### src/rtl/uart_pkg.sv
// ============================================================================
// Module  : uart_pkg
// Brief   : Shared UART types, constants and helpers for the RX and TX sides.
// Revision: 1.0 - initial release
// ============================================================================
`default_nettype none

package uart_pkg;

  // Default data width of a UART frame.
  localparam int UART_DATA_BITS = 8;

  // Receiver state encoding.
  typedef enum logic [2:0] {
    RX_IDLE      = 3'd0,
    RX_START     = 3'd1,
    RX_DATA      = 3'd2,
    RX_PARITY    = 3'd3,
    RX_STOP      = 3'd4,
    RX_WAIT_IDLE = 3'd5
  } rx_state_t;

  // Even-parity bit of a data word. Narrower words are zero-extended by the
  // caller, which leaves the parity unchanged.
  function automatic logic even_parity(input logic [UART_DATA_BITS-1:0] data);
    return ^data;
  endfunction

endpackage

`default_nettype wire

### src/rtl/uart_rx_sync.sv
// ============================================================================
// Module  : uart_rx_sync
// Brief   : Two-flop synchronizer for the asynchronous rx line. Resets to 1
//           so that an idle line is seen during and right after reset.
// Revision: 1.0 - initial release
// ============================================================================
`default_nettype none

module uart_rx_sync (
  input  logic clk,
  input  logic rst,
  input  logic d,
  output logic q
);

  logic r_meta;
  logic r_sync;

  // Two-stage resynchronisation of the asynchronous input.
  always_ff @(posedge clk) begin
    if (rst) begin
      r_meta <= 1'b1;
      r_sync <= 1'b1;
    end else begin
      r_meta <= d;
      r_sync <= r_meta;
    end
  end

  assign q = r_sync;

endmodule

`default_nettype wire

### src/rtl/uart_rx.sv
// ============================================================================
// Module  : uart_rx
// Brief   : UART receiver: start bit, DATA_BITS data bits (LSB first), even
//           parity bit, stop bit. Oversampled rx line, valid/ready output
//           holding register with parity, framing and overrun status.
//           Optional macro UART_RX_MAJORITY_EN: 2-of-3 majority sampling of
//           data, parity and stop bits around the bit centre.
// Revision: 1.0 - initial release
// ============================================================================
`default_nettype none

module uart_rx
  import uart_pkg::*;
#(
  parameter int CLKS_PER_BIT = 16,
  parameter int DATA_BITS    = 8
) (
  input  logic                 clk,
  input  logic                 rst,
  input  logic                 rx,
  output logic [DATA_BITS-1:0] rx_data,
  output logic                 rx_valid,
  input  logic                 rx_ready,
  output logic                 parity_err,
  output logic                 frame_err,
  output logic                 overrun,
  output logic                 busy
);

  localparam int c_CNT_W = $clog2(CLKS_PER_BIT);
  localparam int c_BIT_W = $clog2(DATA_BITS + 1);

  localparam logic [c_CNT_W-1:0] c_CNT_LAST = c_CNT_W'(CLKS_PER_BIT - 1);
  localparam logic [c_CNT_W-1:0] c_CNT_HALF = c_CNT_W'(CLKS_PER_BIT / 2 - 1);
  localparam logic [c_BIT_W-1:0] c_BIT_LAST = c_BIT_W'(DATA_BITS - 1);

  localparam logic [2:0] c_IDLE      = RX_IDLE;
  localparam logic [2:0] c_START     = RX_START;
  localparam logic [2:0] c_DATA      = RX_DATA;
  localparam logic [2:0] c_PARITY    = RX_PARITY;
  localparam logic [2:0] c_STOP      = RX_STOP;
  localparam logic [2:0] c_WAIT_IDLE = RX_WAIT_IDLE;

  logic                 w_rx_s;
  logic                 w_bit;
  logic                 w_centre;
  logic                 w_frame_done;
  logic [2:0]           r_state;
  logic [c_CNT_W-1:0]   r_clk_cnt;
  logic [c_BIT_W-1:0]   r_bit_cnt;
  logic [DATA_BITS-1:0] r_shift;
  logic                 r_perr;

  uart_rx_sync u_sync (
    .clk (clk),
    .rst (rst),
    .d   (rx),
    .q   (w_rx_s)
  );

  assign w_centre = (r_clk_cnt == c_CNT_LAST);

`ifdef UART_RX_MAJORITY_EN
  logic [1:0] r_maj;

  // Capture the two early samples that precede the bit-centre decision.
  always_ff @(posedge clk) begin
    if (rst) begin
      r_maj <= 2'b00;
    end else if (r_clk_cnt == c_CNT_W'(CLKS_PER_BIT - 3)) begin
      r_maj[0] <= w_rx_s;
    end else if (r_clk_cnt == c_CNT_W'(CLKS_PER_BIT - 2)) begin
      r_maj[1] <= w_rx_s;
    end
  end

  assign w_bit = (r_maj[0] & r_maj[1]) | (r_maj[0] & w_rx_s) | (r_maj[1] & w_rx_s);
`else
  assign w_bit = w_rx_s;
`endif

  assign w_frame_done = (r_state == c_STOP) && w_centre;
  assign busy         = (r_state != c_IDLE);

  // Frame FSM with bit timing, data shifter and parity evaluation.
  always_ff @(posedge clk) begin
    if (rst) begin
      r_state   <= c_IDLE;
      r_clk_cnt <= '0;
      r_bit_cnt <= '0;
      r_shift   <= '0;
      r_perr    <= 1'b0;
    end else begin
      case (r_state)
        c_IDLE: begin
          r_clk_cnt <= '0;
          if (!w_rx_s) r_state <= c_START;
        end
        c_START: begin
          if (r_clk_cnt == c_CNT_HALF) begin
            r_clk_cnt <= '0;
            r_bit_cnt <= '0;
            // A start bit that is high again at its centre is a glitch.
            r_state   <= w_rx_s ? c_IDLE : c_DATA;
          end else begin
            r_clk_cnt <= r_clk_cnt + 1'b1;
          end
        end
        c_DATA: begin
          if (w_centre) begin
            r_clk_cnt <= '0;
            r_shift   <= {w_bit, r_shift[DATA_BITS-1:1]};
            r_bit_cnt <= r_bit_cnt + 1'b1;
            if (r_bit_cnt == c_BIT_LAST) r_state <= c_PARITY;
          end else begin
            r_clk_cnt <= r_clk_cnt + 1'b1;
          end
        end
        c_PARITY: begin
          if (w_centre) begin
            r_clk_cnt <= '0;
            r_perr    <= w_bit ^ even_parity(UART_DATA_BITS'(r_shift));
            r_state   <= c_STOP;
          end else begin
            r_clk_cnt <= r_clk_cnt + 1'b1;
          end
        end
        c_STOP: begin
          if (w_centre) begin
            r_clk_cnt <= '0;
            // A low stop bit may be a break; wait for the line to recover.
            r_state   <= w_bit ? c_IDLE : c_WAIT_IDLE;
          end else begin
            r_clk_cnt <= r_clk_cnt + 1'b1;
          end
        end
        c_WAIT_IDLE: begin
          if (w_rx_s) r_state <= c_IDLE;
        end
        default: begin
          r_state   <= c_IDLE;
          r_clk_cnt <= '0;
        end
      endcase
    end
  end

  // Output holding register: a new frame always wins over an accept.
  always_ff @(posedge clk) begin
    if (rst) begin
      rx_data    <= '0;
      rx_valid   <= 1'b0;
      parity_err <= 1'b0;
      frame_err  <= 1'b0;
      overrun    <= 1'b0;
    end else if (w_frame_done) begin
      rx_data    <= r_shift;
      rx_valid   <= 1'b1;
      parity_err <= r_perr;
      frame_err  <= ~w_bit;
      overrun    <= rx_valid & ~rx_ready;
    end else if (rx_valid && rx_ready) begin
      rx_valid   <= 1'b0;
      parity_err <= 1'b0;
      frame_err  <= 1'b0;
      overrun    <= 1'b0;
    end
  end

endmodule

`default_nettype wire

### config.mk
export PLATFORM = sky130hd
export DESIGN_NAME = uart_rx
export DESIGN_NICKNAME = d
export VERILOG_FILES = /design/src/rtl/uart_pkg.sv /design/src/rtl/uart_rx_sync.sv /design/src/rtl/uart_rx.sv
export SDC_FILE = /design/constraint.sdc
export NUM_CORES = 1
export LEC_CHECK = 0
export CORE_ASPECT_RATIO = 0.8
export CORE_MARGIN = 5
export CORE_UTILIZATION = 38
export CTS_CLUSTER_SIZE = 30
export DETAILED_ROUTE_END_ITERATION = 8
export PLACE_DENSITY = 0.69
export SYNTH_ARGS = -nofsm -noshare
export SYNTH_HDL_FRONTEND = slang
export SYNTH_HIERARCHICAL = 1
export SYNTH_SLANG_ARGS = --single-unit
### constraint.sdc
create_clock -name clk -period 2.1 [get_ports clk]
set_input_delay 0.21 -clock clk [delete_from_list [all_inputs] [get_ports clk]]
set_output_delay 0.21 -clock clk [all_outputs]
set_load 0.05 [all_outputs]
### Yosys cells after proc, flatten, opt, wreduce, memory -nomap -nowiden

Index checks and enable logic that the tools add are counted.

| storage, ports and cells | value |
|---|---|
| input port bits | 4 |
| logic and storage cells | 66 |
| flip-flop bits (word level) | 34 |
| output and inout port bits | 13 |

| operators by class | value |
|---|---|
| add/sub/neg operators | 2 |
| equal/unequal tests | 15 |
| reduce and logical (&&, ||, !) cells | 12 |
| muxes and demuxes | 21 |
| bitwise operators | 4 |

Operators with widths:

| operator | number |
|---|---|
| $mux 3 | 8 |
| $pmux 3 s6 | 1 |
| $mux 4 | 4 |
| $ne 2x2->1 const B | 6 |
| $pmux 4 s3 | 1 |
| $add 4x1->4 const B | 2 |
| $eq 4x3->1 const B | 2 |
| $pmux 4 s2 | 1 |
| $reduce_xor 8->1 | 1 |
| $reduce_and 7->1 | 1 |
| $eq 3x2->1 const B | 2 |
| $eq 3x3->1 const B | 2 |
| $mux 1 | 5 |
| $eq 4x4->1 const B | 1 |
| $reduce_and 2->1 | 2 |
| $reduce_bool 2->1 | 2 |
| $eq 3x1->1 const B | 1 |
| $logic_not 3->1 | 1 |
| $reduce_and 3->1 | 1 |
| $reduce_bool 3->1 | 1 |
| $reduce_or 3->1 | 1 |
| $logic_and 1x1->1 | 2 |
| $mux 2 | 1 |
| $ne 2x1->1 const B | 1 |
| 3 further kinds | 4 |

### Logic depth before layout (Yosys ltp)

| depth | value |
|---|---|
| depth in word-level cells | 4 |
| gate-level depth with buffers | 8 |
| depth with buffers taken out | 6 |

### Cells and area by module

Netlist, hierarchy kept.

Modules (own cells, without submodules):

| module | sequential area each (sq um) | area each (sq um) | instances | cells an instance |
|---|---|---|---|---|
| uart_rx | 640.6 | 1490.2 | 1 | 176 |
| uart_rx_sync | 40.0 | 52.6 | 1 | 4 |

### Worst setup path after synthesis

No wires, ideal clock.

| path | value |
|---|---|
| path kind | flip-flop to flip-flop |
| start | register r_state[2] |
| end | register r_state[0] |
| stages on the path, launching flop included | 6 |
| slack | 0.315 ns |
| library setup time | 0.067 ns |
| arrival | 1.717 ns |
| cells stage by stage | dfxtp_1 > or3_1 > nand2_1 > o211ai_2 > or3_1 > a21oi_2 |

| on the way | value |
|---|---|
| longest elaborated chain between the ends | 3 |
| elaborated cells on any way between the ends | 15 |
| those cells by class | eq/ne (12); mux (1); reduce/logical (2) |

Ends and longest elaborated chain:

| what | RTL line | RTL |
|---|---|---|
| from (decl) | uart_rx.sv:48 | `logic [2:0] r_state;` |
| from (signal assigned) | uart_rx.sv:88 | `r_state <= c_IDLE;` |
| from (signal assigned) | uart_rx.sv:97 | `if (!w_rx_s) r_state <= c_START;` |
| from (signal assigned) | uart_rx.sv:104 | `r_state <= w_rx_s ? c_IDLE : c_DATA;` |
| $eq 3x3->1, or another cell as far along | uart_rx.sv:94 | `case (r_state)` |
| $ne 2x1->1 (no line) or $ne 2x2->1 (tied branches) | - |  |
| $reduce_and 7->1 (no line) | - |  |

Several ways; a longest one is shown, not always the timed one.
A chain may end at the register's enable or synchronous reset.

### Worst setup path in the final report

| path | value |
|---|---|
| start | register r_state[2] |
| end | output port busy |

| on the way | value |
|---|---|
| longest elaborated chain between the ends | 1 |

Ends and longest elaborated chain:

| what | RTL line | RTL |
|---|---|---|
| $reduce_bool 3->1 | uart_rx.sv:83 | `assign busy = (r_state != c_IDLE);` |
| to (decl) | uart_rx.sv:27 | `output logic busy` |

No other way between the ends.

==> impl_metrics.env <==
export IMPL_status="complete, no violations"
export IMPL_critPathLaunch="r_state[2]"
export IMPL_crit_path_max_incr_delay_ps=630
export IMPL_synth_area_sq_mm=0.00154
export IMPL_finalSetupTns_ps=0
export IMPL_startpoint_type="flip-flop"
export IMPL_cp_top_family="flip-flops"
export IMPL_rows=20
export IMPL_crit_end="busy"
export IMPL_fin_nets=202
export IMPL_cp_max_fo=16
export IMPL_initial_utilization_pct=40.0
export IMPL_synth_top_family_by_area="simple AND/OR/NAND/NOR gates"
export IMPL_antenna_found_initial=0
export IMPL_syn2layout_area_growth_pct=19.9
export IMPL_wire_per_inst_um=11.2
export IMPL_layout_commonest_cell="dfxtp_1"
export IMPL_routed_wl_um=2830
export IMPL_endpoint_kind="output port"
export IMPL_multi_input_area_sq_um=812
export IMPL_yosysWarningCount=6
export IMPL_maxCapViolCount=0
export IMPL_seq_area_sq_um=681
export IMPL_synth_mux_area_fraction_pct=7.14
export IMPL_fill_cells=394
export IMPL_rr_worst_depth=5
export IMPL_synthArstFlopShare_pct=0
export IMPL_via_count=1224
export IMPL_remaining_drc_errors=0
export IMPL_r2r_start="r_state[2]"
export IMPL_max_freq_mhz=538
export IMPL_relSlewSlack_pct=66.7
export IMPL_p_per_area_mw_per_mm2=799
export IMPL_regToRegSetupSlack_ps=290
export IMPL_drt_iter0_markers=109
export IMPL_cts_htree_levels=2
export IMPL_skew_ps=3.09
export IMPL_ir_drop_mv=0.355
export IMPL_grt_overflow_total=0
export IMPL_grt_max_degree=37
export IMPL_avgViaCountPerCell=4.86
export IMPL_cts_tree="done"
export IMPL_post_route_period_util_pct=88.6
export IMPL_hold_class="flip-flop to flip-flop"
export IMPL_antenna_cells=0
export IMPL_cp_data_required_time_ps=1890
export IMPL_dpl_hpwl_um=1900
export IMPL_drive_above_1_share_pct=9.64
export IMPL_clockRootBuffer="clkbuf_8"
export IMPL_synth_seq_area_share_pct=44.1
export IMPL_finalCriticalPeriod_ps=1860
export IMPL_path_buf_inv=1
export IMPL_clkLatencyLatePin_ps=280
export IMPL_p_leak_nw=0.701
export IMPL_ys_types=37
export IMPL_place_congestion=0.764
export IMPL_syn_nets=186
export IMPL_synth_edff_count=0
export IMPL_synthFlopType="dfxtp_1"
export IMPL_rr_endpoint="r_state[0]"
export IMPL_cp_arrival_ps=1650
export IMPL_synth_seq_cells=34
export IMPL_ctsLongestPathBuffers=2
export IMPL_rsz0062_at_grt="no"
export IMPL_die_w_um=81.2
export IMPL_cp_slowest_cell="dfxtp_1"
export IMPL_synth_xor_area_share_pct=6.00
export IMPL_grt_pass1_vias=1105
export IMPL_layout_common_cells="dfxtp_1, nand2_1, nor2_1, a21oi_1, clkdlybuf4s50_1"
export IMPL_syn_mean_instance_area_sq_um=8.57
export IMPL_slew_viol_final=0
export IMPL_post_cts_setup_buffer_count=0
export IMPL_dr_pass1_iters=4
export IMPL_synthSimpleGateAreaFrac_pct=24.7
export IMPL_path_class="flip-flop to output port"
export IMPL_grt_use_total_pct=11.7
export IMPL_numCtsBuffers=5
export IMPL_tightest_slew_ps=498
export IMPL_pin_count=17
export IMPL_fp_dieH_um=67.0
export IMPL_dpl_cell_area_sq_mm=0.00175
export IMPL_hold_viol_final=0
export IMPL_portBuffers=16
export IMPL_cts_sinks=34
export IMPL_die_area_sq_mm=0.00544
export IMPL_crit_path_cell_trace="or3_1, dlygate4sd2_1"
export IMPL_clkTransAtPathRegs_ps=70
export IMPL_design_area_sq_mm=0.00185
export IMPL_ant_nets=0
export IMPL_setup_violations=0
export IMPL_path_depth=2
export IMPL_synth_adder_area_share_pct=1.62
export IMPL_grt_pass1_wl_um=4890
export IMPL_core_sq_mm=0.00385
export IMPL_synth_compound_area_share_pct=12.8
export IMPL_synthCells=180
==> where the power goes <==
part	internal, W	total, W	switching [W]
Combinational	0.000105	0.000269	0.000164
Sequential	0.000667	0.000718	0.0000516
Clock	0.000264	0.000490	0.000225
==> flip-flops by register name (all words and copies together), names as in the netlist, 3 cells and up <==
signal	cells
r_shift	8
rx_data	8
r_bit_cnt	4
r_clk_cnt	4
r_state	3
==> repair_timing <==
action                                  4_1_cts  5_1_grt
hold buffers                                  0        0
resized for setup                             1        1
endpoints found under the setup margin        1        1
==> through the flow <==
step	utilization (%)	std cells	total power, W	worst slack (ps)	hold WS [ps]
floorplan	-	180	0.000946	315	307
global placement	45.5	244	0.00101	308	389
detailed placement	45.5	244	0.00101	204	391
CTS	47.9	252	0.00149	166	407
global route	48.0	252	0.00157	150	438
finish	48.0	252	0.00148	240	404
==> synthesized netlist by cell type, types with 3 or more instances <==
cell type   n  area share, %
dfxtp_1    34             44
clkbuf_1    5            1.2
xnor2_1     5            2.8
buf_2       5            1.6
mux2i_1    11            7.1
o21ai_0     6            1.9
nand3_1     4            1.3
a21oi_1    17            5.5
nor2_1     22            5.4
nor3b_1     3            1.5
xor2_1      3            1.7
nor3_1      5            1.6
nand2_1    26            6.3
nand2b_1    3            1.2
==> kinds of logic after synthesis <==
logic type | after synthesis
buffers and inverters | 13
adders and majority gates | 2
xor gates and xnor gates | 9
muxes | 11
AOI/OAI and AO/OA | 32
DFF | 34
and+or+nand+nor | 79
==> worst min-delay path by stage <==
stage / from / end / slack (ps) / cells past startpoint
6_report: u_sync/r_meta / u_sync/q / 400 / 1
5_1_grt: u_sync/r_meta / u_sync/q / 440 / 1
4_1_cts: u_sync/r_meta / u_sync/q / 410 / 1
3_5_place_dp: u_sync/r_meta / u_sync/q / 390 / 1
3_3_place_gp: u_sync/r_meta / u_sync/q / 390 / 1
2_1_floorplan: rst / u_sync/r_meta / 310 / 1
==> cell type report <==
cell class              count  share of cell area [%]
clock buffers               7                    4.67
inverters                   2                   0.406
well taps                  55                    3.72
repair buffers             20                    10.2
multi-input cells         133                    43.9
clock inverters             1                   0.271
flip-flops and latches     34                    36.8
==> routing by layer <==
| metal | GRT usage (%) | share of wire, % | vias up | routed length, um |
|---|---|---|---|---|
| met5 | 0 | 0 | - | 0 |
| met4 | 4.64 | 1.1 | 0 | 31 |
| met3 | 4.46 | 5.6 | 4 | 158 |
| met2 | 16.5 | 39 | 29 | 1090 |
| met1 | 15.9 | 55 | 544 | 1550 |
| li1 | - | - | 647 | - |
(Power assumes the default switching activity.)
